[src/rtl/router_1xn_core.sv]
// 1-to-N byte-serial packet router core.
// A header-decoding FSM steers each packet into one of NUM_PORTS destination
// FIFOs, applies backpressure through busy, checks the trailing parity byte
// and silently discards packets carrying an illegal address. Each destination
// FIFO is flushed after TIMEOUT idle cycles holding unread data.
module router_1xn_core #(
  parameter int DATA_W     = 8,
  parameter int NUM_PORTS  = 3,
  parameter int FIFO_DEPTH = 16,
  parameter int TIMEOUT    = 30
) (
  input  logic                        clock,
  input  logic                        reset,
  input  logic [DATA_W-1:0]           data_in,
  input  logic                        pkt_valid,
  output logic                        busy,
  output logic                        error,
  input  logic [NUM_PORTS-1:0]        read_enb,
  output logic [NUM_PORTS-1:0]        valid_out,
  output logic [NUM_PORTS*DATA_W-1:0] data_out
);

  localparam int ADDR_W = 2;
  localparam int PTR_W  = $clog2(FIFO_DEPTH);
  localparam int CNT_W  = PTR_W + 1;
  localparam int TO_W   = $clog2(TIMEOUT + 1);

  typedef enum logic [2:0] {
    IDLE,
    LOAD_DATA,
    LOAD_PARITY,
    CHECK_PARITY,
    DROP
  } state_t;

  state_t              state, state_next;
  logic [ADDR_W-1:0]   addr_q;
  logic [DATA_W-1:0]   parity_calc;
  logic [DATA_W-1:0]   parity_rx;

  logic [ADDR_W-1:0]   hdr_addr;
  logic                hdr_legal;
  logic [3:0]          full_pad;
  logic [NUM_PORTS-1:0] full;

  logic                wr_any;
  logic [ADDR_W-1:0]   wr_port;
  logic [DATA_W-1:0]   wr_data;
  logic [NUM_PORTS-1:0] wr_en;
  logic                hdr_take;
  logic                payload_take;
  logic                parity_take;

  // The length field is informational: the pkt_valid fall delimits a packet,
  // so only the address bits of the header steer the FSM.
  assign hdr_addr  = data_in[ADDR_W-1:0];
  assign hdr_legal = (32'(hdr_addr) < NUM_PORTS);

  // Pad the full flags to the full address range so any 2-bit index is legal.
  always_comb begin
    full_pad                = '0;
    full_pad[NUM_PORTS-1:0] = full;
  end

  // FSM state register.
  always_ff @(posedge clock) begin
    // NOTE: sequential state uses non-blocking assignments so every register
    // samples pre-edge values and the order of statements does not matter.
    if (reset) state <= IDLE;
    else       state <= state_next;
  end

  // Next-state, busy and FIFO write steering.
  always_comb begin
    // NOTE: every output of this block gets a default first; a path that
    // leaves one unassigned would infer a latch.
    state_next   = state;
    busy         = 1'b0;
    wr_any       = 1'b0;
    wr_port      = addr_q;
    wr_data      = data_in;
    hdr_take     = 1'b0;
    payload_take = 1'b0;
    parity_take  = 1'b0;
    unique case (state)
      IDLE: begin
        if (pkt_valid) begin
          if (!hdr_legal) begin
            state_next = DROP;
          end else if (full_pad[hdr_addr]) begin
            busy = 1'b1;
          end else begin
            wr_any     = 1'b1;
            wr_port    = hdr_addr;
            hdr_take   = 1'b1;
            state_next = LOAD_DATA;
          end
        end
      end
      LOAD_DATA: begin
        if (full_pad[addr_q]) begin
          busy = 1'b1;
        end else if (pkt_valid) begin
          wr_any       = 1'b1;
          payload_take = 1'b1;
        end else begin
          // The parity byte is taken from the source here but only written
          // to the FIFO from its holding register in LOAD_PARITY.
          parity_take = 1'b1;
          state_next  = LOAD_PARITY;
        end
      end
      LOAD_PARITY: begin
        if (full_pad[addr_q]) begin
          busy = 1'b1;
        end else begin
          wr_any     = 1'b1;
          wr_data    = parity_rx;
          state_next = CHECK_PARITY;
        end
      end
      CHECK_PARITY: begin
        busy       = 1'b1;
        state_next = IDLE;
      end
      DROP: begin
        if (!pkt_valid) state_next = IDLE;
      end
      default: state_next = IDLE;
    endcase
  end

  // Packet context: destination, running parity, received parity, error pulse.
  always_ff @(posedge clock) begin
    if (reset) begin
      addr_q      <= '0;
      parity_calc <= '0;
      parity_rx   <= '0;
      error       <= 1'b0;
    end else begin
      error <= (state == CHECK_PARITY) && (parity_rx != parity_calc);
      if (hdr_take) begin
        addr_q      <= hdr_addr;
        parity_calc <= data_in;
      end
      if (payload_take) parity_calc <= parity_calc ^ data_in;
      if (parity_take)  parity_rx   <= data_in;
    end
  end

  for (genvar k = 0; k < NUM_PORTS; k++) begin : g_port
    logic [DATA_W-1:0] mem [FIFO_DEPTH];
    logic [PTR_W-1:0]  wr_ptr, rd_ptr;
    logic [CNT_W-1:0]  count;
    logic [TO_W-1:0]   idle_cnt;
    logic [DATA_W-1:0] dout;
    logic              flush;
    logic              do_wr;
    logic              do_rd;

    assign wr_en[k]  = wr_any && (wr_port == ADDR_W'(k));
    assign full[k]   = (count == CNT_W'(FIFO_DEPTH));
    assign flush     = (idle_cnt == TO_W'(TIMEOUT));
    // A flush wins over both a simultaneous write and a simultaneous read.
    assign do_wr     = wr_en[k] && !flush;
    assign do_rd     = read_enb[k] && (count != '0) && !flush;

    assign valid_out[k]                  = (count != '0);
    assign data_out[k*DATA_W +: DATA_W]  = dout;

    // Storage array, written at the tail.
    always_ff @(posedge clock) begin
      // NOTE: the storage array has no reset; emptiness is defined by the
      // pointers and count alone, so stale contents are never observable.
      if (do_wr) mem[wr_ptr] <= wr_data;
    end

    // Pointers, occupancy, registered read data and idle timeout counter.
    always_ff @(posedge clock) begin
      if (reset) begin
        wr_ptr   <= '0;
        rd_ptr   <= '0;
        count    <= '0;
        idle_cnt <= '0;
        dout     <= '0;
      end else if (flush) begin
        wr_ptr   <= '0;
        rd_ptr   <= '0;
        count    <= '0;
        idle_cnt <= '0;
      end else begin
        if (do_wr) wr_ptr <= wr_ptr + 1'b1;
        if (do_rd) begin
          rd_ptr <= rd_ptr + 1'b1;
          dout   <= mem[rd_ptr];
        end
        count <= count + CNT_W'(do_wr) - CNT_W'(do_rd);
        if (read_enb[k] || (count == '0)) idle_cnt <= '0;
        else                              idle_cnt <= idle_cnt + 1'b1;
      end
    end
  end

endmodule
[config.mk]
export PLATFORM = sky130hd
export DESIGN_NAME = router_1xn_core
export DESIGN_NICKNAME = d
export VERILOG_FILES = /design/src/rtl/router_1xn_core.sv
export SDC_FILE = /design/constraint.sdc
export NUM_CORES = 1
export LEC_CHECK = 0
export BUFFER_PORTS_ARGS = -buffer_cell sky130_fd_sc_hd__buf_2
export CAP_MARGIN = 20
export CORE_MARGIN = 5
export CORE_UTILIZATION = 45
export DETAILED_ROUTE_END_ITERATION = 12
export MAX_ROUTING_LAYER = met4
export PLACE_DENSITY_LB_ADDON = 0.3
export SLEW_MARGIN = 40
export SYNTH_ARGS = -nofsm -noshare
export SYNTH_HDL_FRONTEND = slang
export SYNTH_SLANG_ARGS = --single-unit
[constraint.sdc]
create_clock -name clock -period 4.7 [get_ports clock]
set_input_delay 0.47 -clock clock [delete_from_list [all_inputs] [get_ports clock]]
set_output_delay 0.47 -clock clock [all_outputs]
set_load 0.02 [all_outputs]
==> results.toml, run 1 <==
[status]
status = "finished clean"

[pwr]
power_density_mw_per_mm2 = 518.7
p_leak_uw = 0.007540
p_comb_share_pct = 23.3
pwr-share-seq_pct = 46.0
clockPowerShare_pct = 30.6
switching_share_pct = 28.65
power_uw = 11510
internal-power_uw = 8213
irDropWorstVdd_uv = 304.3
p_sw_uw = 3297

[logic_synthesis]
synthDominantCellAreaShare_pct = 57.92
ys_ff_latch = 484
synth.net_count = 1256
ys_top_cells_by_count = "edfxtp_1 (384), mux4_2 (120), dfxtp_1 (100), nand2_1 (80), nor2_1 (66)"
synth_cells = 1200
synth_top_flop_cell = "edfxtp_1"
synthesis.area_mm2 = 0.01991
yosysSeqAreaShare_pct = 67.98
ys_warn_count = 0
post_synth.cell_area_avg_um2 = 16.59
synth_cell_type_count = 65
synth_edf_count = 384
yosys-top-cells-area = "edfxtp_1 (58%), mux4_2 (14%), dfxtp_1 (10%), ha_1 (2.5%), nand2_1 (1.5%)"
yosysMostFrequentCell = "edfxtp_1"
async_reset_ff_share_pct = 0
yosys.area.top_type = "edfxtp_1"

[clock_tree]
cts_max_level = 2
cts_buffers = 47
postCtsSetupBuffers = 0
cts_hold_buf = 0
cts_tree = "built"
root_buffer = "clkbuf_16"
cts_num_sinks = 484
cts_resized = 0
clk_path_buf_depth = 3
insertion_delay_ns = 0.56
cts.clk_slew.worst_paths_ns = 0.06

[worst_hold_path]
hp-class = "in2reg"
hold_start = "data_in[6]"

[worst_setup_path]
path_class = "reg2reg"
worstPathRequired_ns = 5.18
start_kind = "flop"
endpoint_kind = "flop"
worstReg2RegStart = "g_port[2].count[2]"
cp_data_arrival_time_ns = 4.44
cp-startpoint = "g_port[2].count[2]"
critPathMaxFanout = 18

[detailed_routing]
viasPerCell = 5.525
m1WireLength_um = 17230
routed_wl_um = 40510
drt_iter0_drc = 737
vias = 10365
firstDrtPassIters = 5
wl_met3_um = 2195
final_antenna_net_count = 0
wl_per_cell_um = 21.59
route.detailed.drc = 0
top_layer = "met4"
wl_met2_um = 20270

[floorplanning]
num_rows = 77
die_y_um = 220.3
dieArea_mm2 = 0.04855
start_util_pct = 45.22
boundaryPins = 43
die_x_um = 220.3
coreArea_mm2 = 0.04403

[sta]
worst_pin_slew_ns = 0.7257
relSlewSlack_pct = 51.62
hold_viol = 0
setup_viol = 0
fmax_mhz = 252.8
rsz0062_at_grt = "false"
tns_ns = 0
finalCriticalPeriod_ns = 3.956
slew_violations = 0
finClkSkew_ns = 0.01333
finalCritPeriodShare_pct = 84.17

[layout]
drive_gt1_share_pct = 20.97
layout.nets = 1301
area_delta_synth_final_pct = 11.45

[global_route]
grt_pass1_vias = 10521
grt_max_degree = 49
grt-ovfl-total = 0
grt_pass1_wl_um = 62560
grt_use_total_pct = 17.32
antenna_found_initial = 1

[flow_run]
maxCapViolCount = 0

[placed_design]
port_buffers = 42
gp_congestion = 0.8086
dp.final_hpwl_um = 25300
## path summary, 6_finish.rpt
kind | to | slack [ns] | depth (start not counted)
max | g_port[2].count[4] | 0.74 | 18
min | parity_calc[6] | 0.19 | 3
max reg2reg | g_port[2].count[4] | 0.74 | 18
min reg2reg | g_port[2].dout[3] | 0.46 | 2
## per-layer routing
metal	up-vias	global-route usage (%)
met2	245	28.76
met4	0	4.015
li1	4748	-
met1	5310	22.79
met3	62	2.764
met5	-	-
## metrics by stage
| stage | cell area, um^2 | hold WS, ns | setup WS (ns) | std cells | util, % |
|---|---|---|---|---|---|
| final | 22190 | 0.1886 | 0.7438 | 1876 | 50.39 |
| after global routing | 22190 | 0.1862 | 0.4350 | 1875 | 50.39 |
| after CTS | 22180 | 0.1619 | 0.7831 | 1875 | 50.38 |
| after detailed placement | 20750 | 0.4499 | 0.8367 | 1788 | 47.14 |
| after global placement | 20710 | 0.4429 | 0.9613 | 1788 | 47.04 |
| after floorplan | 19910 | 0.4297 | 1.004 | 1200 | - |
## flip-flops by register name (all words and copies together), names as in the netlist, 2 cells and up
signal	count
g_port.count	15
state	3
g_port.idle_cnt	15
g_port.dout	24
g_port.rd_ptr	12
addr_q	2
g_port.mem	384
g_port.wr_ptr	12
parity_rx	8
parity_calc	8
## power by group through the flow
stage,Clock (uW),Sequential [uW],Combinational [uW]
6_report,3530,5300,2690
5_1_grt,3790,5350,2960
4_1_cts,3610,5310,2730
3_5_place_dp,0,5390,2710
3_3_place_gp,0,5390,2660
2_1_floorplan,0,5240,2080
## layout make-up
class / instances / area (um^2)
Antenna cell: 1 / 2.502
Tap cell: 592 / 740.7
Clock buffer: 63 / 1257
Sequential cell: 484 / 13540
Fill cell: 3620 / 21840
Multi-Input combinational cell: 619 / 6026
Inverter: 39 / 146.4
Clock inverter: 24 / 171.4
Timing Repair Buffer: 54 / 300.3
## layout by cell type (no fill, tap or decap), drive strengths merged, types with 4 or more instances in the layout
| cell | netlist | routed |
|---|---|---|
| buf | 22 | 54 |
| and3 | 45 | 45 |
| mux2 | 9 | 9 |
| nor3 | 10 | 10 |
| xnor2 | 7 | 7 |
| clkbuf | 36 | 63 |
| nand3 | 22 | 22 |
| clkinv | 0 | 20 |
| inv | 39 | 40 |
| or3 | 7 | 7 |
| a21o | 4 | 4 |
| a21oi | 50 | 50 |
| nor4 | 5 | 5 |
| dfxtp | 100 | 100 |
| edfxtp | 384 | 384 |
| mux4 | 120 | 120 |
| nand4 | 10 | 10 |
| o21ai | 22 | 22 |
| nand2 | 80 | 80 |
| xor2 | 28 | 28 |
| mux2i | 11 | 11 |
| nor2 | 67 | 67 |
| nand2b | 8 | 8 |
| nor2b | 7 | 7 |
| a211oi | 4 | 4 |
| or4 | 5 | 5 |
| or4b | 4 | 4 |
| ha | 39 | 39 |
| and2 | 13 | 13 |
## worst max-delay path, stage by stage, from the launching register on
cell	delay, ns
dfxtp_1	0.31
inv_1	0.09
ha_1	0.18
or4bb_1	0.52
o22ai_1	0.35
o21ba_2	0.23
o22ai_2	0.12
nor2_2	0.47
inv_1	0.10
ha_1	0.29
inv_1	0.04
ha_1	0.18
inv_1	0.07
fa_1	0.21
inv_1	0.06
a21oi_1	0.12
nor2_1	0.06
or3_1	0.35
a21oi_1	0.14
## logic make-up (layout without fill, tap and decap cells)
| kind of cell | after synthesis | in the layout | synth area share, % |
|---|---|---|---|
| adders and majority gates | 42 | 42 | 2.753 |
| buffers and inverters | 97 | 180 | 1.948 |
| AOI/OAI and AO/OA | 104 | 104 | 3.161 |
| muxes | 140 | 140 | 14.64 |
| xor gates and xnor gates | 35 | 35 | 1.540 |
| DFF | 484 | 484 | 67.98 |
| and+or+nand+nor | 298 | 298 | 7.982 |
| other | 0 | 1 | 0 |
(Power assumes the default switching activity.)
==> run 2: changes to the inputs <==
==> constraint.sdc (replaced) <==
create_clock -name clock -period 3.6 [get_ports clock]
set_input_delay 0.36 -clock clock [delete_from_list [all_inputs] [get_ports clock]]
set_output_delay 0.36 -clock clock [all_outputs]
set_load 0.02 [all_outputs]
==> run 2 against run 1 <==
Against the previous run: maximum frequency rose by 15%; sequential share of layout area is 0.54 points lower; largest cell class unchanged; worst hold slack got worse by 0.10 ns; register-to-register slack got worse by 0.57 ns; highest routed layer unchanged; critical endpoint is now g_port[0].count[4]; power up 31%; non-clock buffer count up 17; count of clock-buffer cells in the layout decreased by 2; final area increased by 0.85%.
==> results.toml, run 2 (synthesized netlist as in run 1, its figures left out) <==
[global_route]
grt_max_degree = 49
grt-ovfl-total = 0
grt_use_total_pct = 17.40
grt_pass1_vias = 10558
grt_pass1_wl_um = 62850
antenna_found_initial = 0

[detailed_routing]
firstDrtPassIters = 5
routed_wl_um = 40620
viasPerCell = 5.517
final_antenna_net_count = 0
drt_iter0_drc = 751
vias = 10432
wl_per_cell_um = 21.48
route.detailed.drc = 0

[sta]
layout_setup_ws_ns = 0.1735
hold_viol = 0
setup_viol = 0
slew_violations = 0
tns_ns = 0
finClkSkew_ns = 0.01118
worst_pin_slew_ns = 0.7163
finalCritPeriodShare_pct = 95.18
relSlewSlack_pct = 52.24
fmax_mhz = 291.8
finalCriticalPeriod_ns = 3.426
rsz0062_at_grt = "true"

[worst_setup_path]
worstPathRequired_ns = 4.08
cp_data_arrival_time_ns = 3.90
r2r_slack_ns = 0.17
path_class = "reg2reg"
reg2reg_to = "g_port[0].count[4]"
cp-startpoint = "g_port[2].count[3]"
rr_worst_depth = 16
critPathMaxFanout = 3
start_kind = "flop"
endpoint_kind = "flop"
worstReg2RegStart = "g_port[2].count[3]"

[layout]
final_cell_mix = "edfxtp_1 (384), mux4_2 (120), dfxtp_1 (97), nand2_1 (80), nor2_1 (66)"
drive_gt1_share_pct = 22.94
utilization_pct = 50.82
layout.nets = 1318
diodes = 0
largest_reg_flops = 384
area_delta_synth_final_pct = 12.40
multi_input_area_mm2 = 0.006073
fin_cells = 1891
largest-register = "g_port.mem"
regArea_mm2 = 0.01354
n_fill_cell = 3593
layout_commonest_cell = "edfxtp_1"
top_regs = "g_port.mem (384), g_port.dout (24)"

[pwr]
power_density_mw_per_mm2 = 675.9
p_leak_uw = 0.007635
irDropWorstVdd_uv = 406.6

[placed_design]
placed_cells = 1803
port_buffers = 42
dp.final_hpwl_um = 25340
gp_congestion = 0.8359
pre_cts_slack_ns = 0.1190

[floorplanning]
dieArea_mm2 = 0.04855
die_y_um = 220.3
coreArea_mm2 = 0.04403
die_x_um = 220.3
boundaryPins = 43
num_rows = 77
start_util_pct = 45.22

[clock_tree]
cts.clk_slew.worst_paths_ns = 0.06
cts_num_sinks = 484
insertion_delay_ns = 0.55
cts_buffers = 47
cts_max_level = 2
cts_tree = "built"
root_buffer = "clkbuf_16"
clk_path_buf_depth = 3
cts_hold_buf = 0

[worst_hold_path]
hold_start = "data_in[4]"
hp-class = "in2reg"
hold_end = "parity_calc[4]"
holdPathStages = 3

[status]
status = "finished clean"

[flow_run]
maxCapViolCount = 0
## run 2: cell count changes in the layout (fill, tap and decap cells not counted), sizes merged
| cell | previous run | this run |
|---|---|---|
| clkinvlp | 1 | 2 |
| clkinv | 20 | 21 |
| diode | 1 | 0 |
| buf | 54 | 71 |
| bufinv | 2 | 1 |
| clkbuf | 63 | 61 |
## run 2: timing repair
action,in CTS,in global routing
gates resized for setup,0,12
buffers inserted,0,2
setup endpoints to repair,0,3
## run 2: layer usage
layer	up-vias	part of all wire [%]	GRT usage (%)
li1	4775	-	-
met1	5387	43	23.30
met2	214	51	28.67
met3	56	4.5	2.928
met4	0	1.7	3.391
met5	-	0	-
## run 2: final cells by class
cell class	count	share of cell area, %
clock buffer	61	5.631
multi-input combinational	619	27.14
tap	592	3.310
clock inverter	25	0.6878
inverter	39	0.6542
timing repair buffer	71	2.080
sequential	484	60.50
## run 2: critical path, cell delays in order (launching register included)
cell	delay, ns
dfxtp_1	0.32
inv_1	0.08
ha_2	0.18
or4bb_4	0.55
o22ai_4	0.23
o21bai_2	0.11
a21oi_2	0.15
and2_4	0.15
inv_1	0.04
ha_1	0.26
inv_1	0.04
ha_1	0.20
fa_2	0.35
a21oi_1	0.15
nor2_1	0.06
or3_1	0.34
a21oi_1	0.14
## run 2: report_power, final
group | switching (uW) | internal (uW)
clock network | 2010 | 2540
logic | 2000 | 1760
registers | 333 | 6480
## run 2: per-stage QoR
step	power [uW]	cell area [um^2]	hold slack [ns]
CTS	15250	22310	0.05685
finish	15130	22380	0.08882
global route	15890	22380	0.07877
detailed placement	10700	20890	0.4469
floorplan	9562	19920	0.4297
global placement	10620	20870	0.4402
## run 2: worst max path at each step
stage / endpoint / cells past startpoint
floorplan: g_port[0].count[4] / 18
global placement: g_port[0].count[4] / 16
detailed placement: g_port[0].count[4] / 16
CTS: g_port[0].count[4] / 16
global route: g_port[0].count[4] / 16
finish: g_port[0].count[4] / 16
==> run 3: changes to the inputs <==
--- a/config.mk
+++ b/config.mk
@@ -7,6 +7,7 @@
 export LEC_CHECK = 0
 export BUFFER_PORTS_ARGS = -buffer_cell sky130_fd_sc_hd__buf_2
 export CAP_MARGIN = 20
+export CORE_ASPECT_RATIO = 1.2
 export CORE_MARGIN = 5
 export CORE_UTILIZATION = 45
 export DETAILED_ROUTE_END_ITERATION = 12
==> run 3 against run 2 <==
Against the previous run: core utilization rose by 0.47 points; final area rose by 0.47%; worst hold slack got worse by 0.022 ns; critical path depth rose by 2; register-to-register slack improved by 0.03 ns; die area barely moved; highest routed layer unchanged; sequential power barely moved; final cell count fell by 1.5%; via count rose by 0.11%; power rose by 2.9%; largest power group unchanged; worst setup slack improved by 0.033 ns.
==> results.toml, run 3 (synthesized netlist as in run 1, its figures left out) <==
[floorplanning]
die_y_um = 240.4
dieArea_mm2 = 0.04856
boundaryPins = 43
start_util_pct = 45.42
num_rows = 84
coreArea_mm2 = 0.04383
die_x_um = 202.0

[layout]
drive_gt1_share_pct = 22.93
diodes = 0
final_cell_mix = "edfxtp_1 (384), mux4_2 (120), dfxtp_1 (97), nand2_1 (80), nor2_1 (66)"
area_delta_synth_final_pct = 12.93
layout_commonest_cell = "edfxtp_1"
largest_reg_flops = 384
largest-register = "g_port.mem"
layout.nets = 1321
top_regs = "g_port.mem (384), g_port.dout (24)"

[status]
status = "finished clean"

[detailed_routing]
vias = 10443
wl_per_cell_um = 21.85
firstDrtPassIters = 4
drt_iter0_drc = 787
routed_wl_um = 40700
final_antenna_net_count = 0
route.detailed.drc = 0
viasPerCell = 5.605

[worst_setup_path]
worstPathRequired_ns = 4.09
endpoint_kind = "flop"
path_class = "reg2reg"
critPathMaxFanout = 5
start_kind = "flop"
cp_data_arrival_time_ns = 3.88

[clock_tree]
cts_max_level = 2
postCtsSetupBuffers = 0
cts_tree = "built"
cts_num_sinks = 484
cts_hold_buf = 0
cts.clk_slew.worst_paths_ns = 0.06
root_buffer = "clkbuf_16"
insertion_delay_ns = 0.57
clk_path_buf_depth = 3
cts_buffers = 48

[sta]
finalCriticalPeriod_ns = 3.394
hold_viol = 0
setup_viol = 0
holdWs_ns = 0.06654
finalCritPeriodShare_pct = 94.27
finClkSkew_ns = 0.02951
worst_pin_slew_ns = 0.6762
fmax_mhz = 294.7
layout_setup_ws_ns = 0.2063
slew_violations = 0
relSlewSlack_pct = 54.92

[pwr]
pwr-share-seq_pct = 43.6
p_leak_uw = 0.007704
internal-power_uw = 11150
p_sw_uw = 4415
power_density_mw_per_mm2 = 692.1
irDropWorstVdd_uv = 360.4
clockPowerShare_pct = 31.9
switching_share_pct = 28.37
p_comb_share_pct = 24.5

[global_route]
grt-ovfl-total = 0
antenna_found_initial = 0
grt_pass1_wl_um = 63820
grt_max_degree = 49
grt_use_total_pct = 17.49
grt_pass1_vias = 10744

[flow_run]
maxCapViolCount = 0

[placed_design]
dp.final_hpwl_um = 25720
gp_congestion = 0.8317
pre_cts_slack_ns = 0.1145
port_buffers = 42

[worst_hold_path]
hp-class = "in2reg"
[run 3: final cells by class]
class,instances,area [um^2]
Fill cell,3497,21350
Clock inverter,29,319.1
Tap cell,559,699.4
Multi-Input combinational cell,619,6062
Sequential cell,484,13540
Clock buffer,60,1246
Timing Repair Buffer,73,471.7
Inverter,39,146.4
[run 3: what timing repair did]
action                                  CTS  global route
endpoints found under the setup margin    0             3
resized for setup                         0            10
endpoints found under the hold margin     0             0
[run 3: power groups by stage]
stage          Combinational [uW]  Sequential (uW)  Clock, uW
2_1_floorplan                2730             6840          0
3_3_place_gp                 3750             6910          0
3_5_place_dp                 3820             6910          0
4_1_cts                      3840             6800       5070
5_1_grt                      4170             6840       5310
6_report                     3810             6790       4960
[run 3: metal layers]
metal,vias up,routed length (um),track usage (%)
li1,4807,-,-
met1,5352,16700,21.83
met2,217,21360,30.33
met3,67,1660,2.293
met4,0,978,4.973
met5,-,0,-
[run 3: through the flow]
stage | TNS, ns | utilization [%] | instance area (um^2) | cells | power (uW)
floorplan | 0 | - | 19920 | 1200 | 9562
global placement | 0 | 47.56 | 20840 | 1774 | 10660
detailed placement | 0 | 47.63 | 20870 | 1774 | 10740
CTS | 0 | 51.20 | 22440 | 1863 | 15710
global route | -0.008164 | 51.30 | 22480 | 1863 | 16320
finish | 0 | 51.30 | 22480 | 1863 | 15560
[run 3: path summary, 6_finish.rpt]
check | startpoint | end | slack, ns | cells past startpoint
worst max-delay path | g_port[2].count[2] | g_port[2].count[4] | 0.21 | 18
worst min-delay path | data_in[3] | parity_calc[3] | 0.07 | 3
worst max register to register | g_port[2].count[2] | g_port[2].count[4] | 0.21 | 18
worst min register to register | g_port[0].dout[0] | g_port[0].dout[0] | 0.45 | 2
[run 3: worst max-delay path, stage by stage, from the launching register on]
cell      delay [ns]
dfxtp_1         0.34
inv_1           0.06
ha_1            0.21
and4bb_2        0.27
and2_1          0.19
nor4_2          0.42
o22ai_4         0.16
nor2_2          0.13
inv_1           0.05
ha_1            0.26
inv_1           0.04
ha_1            0.18
inv_1           0.07
fa_2            0.21
inv_1           0.05
a21oi_1         0.13
nor2_1          0.07
or3_1           0.37
a21oi_2         0.12
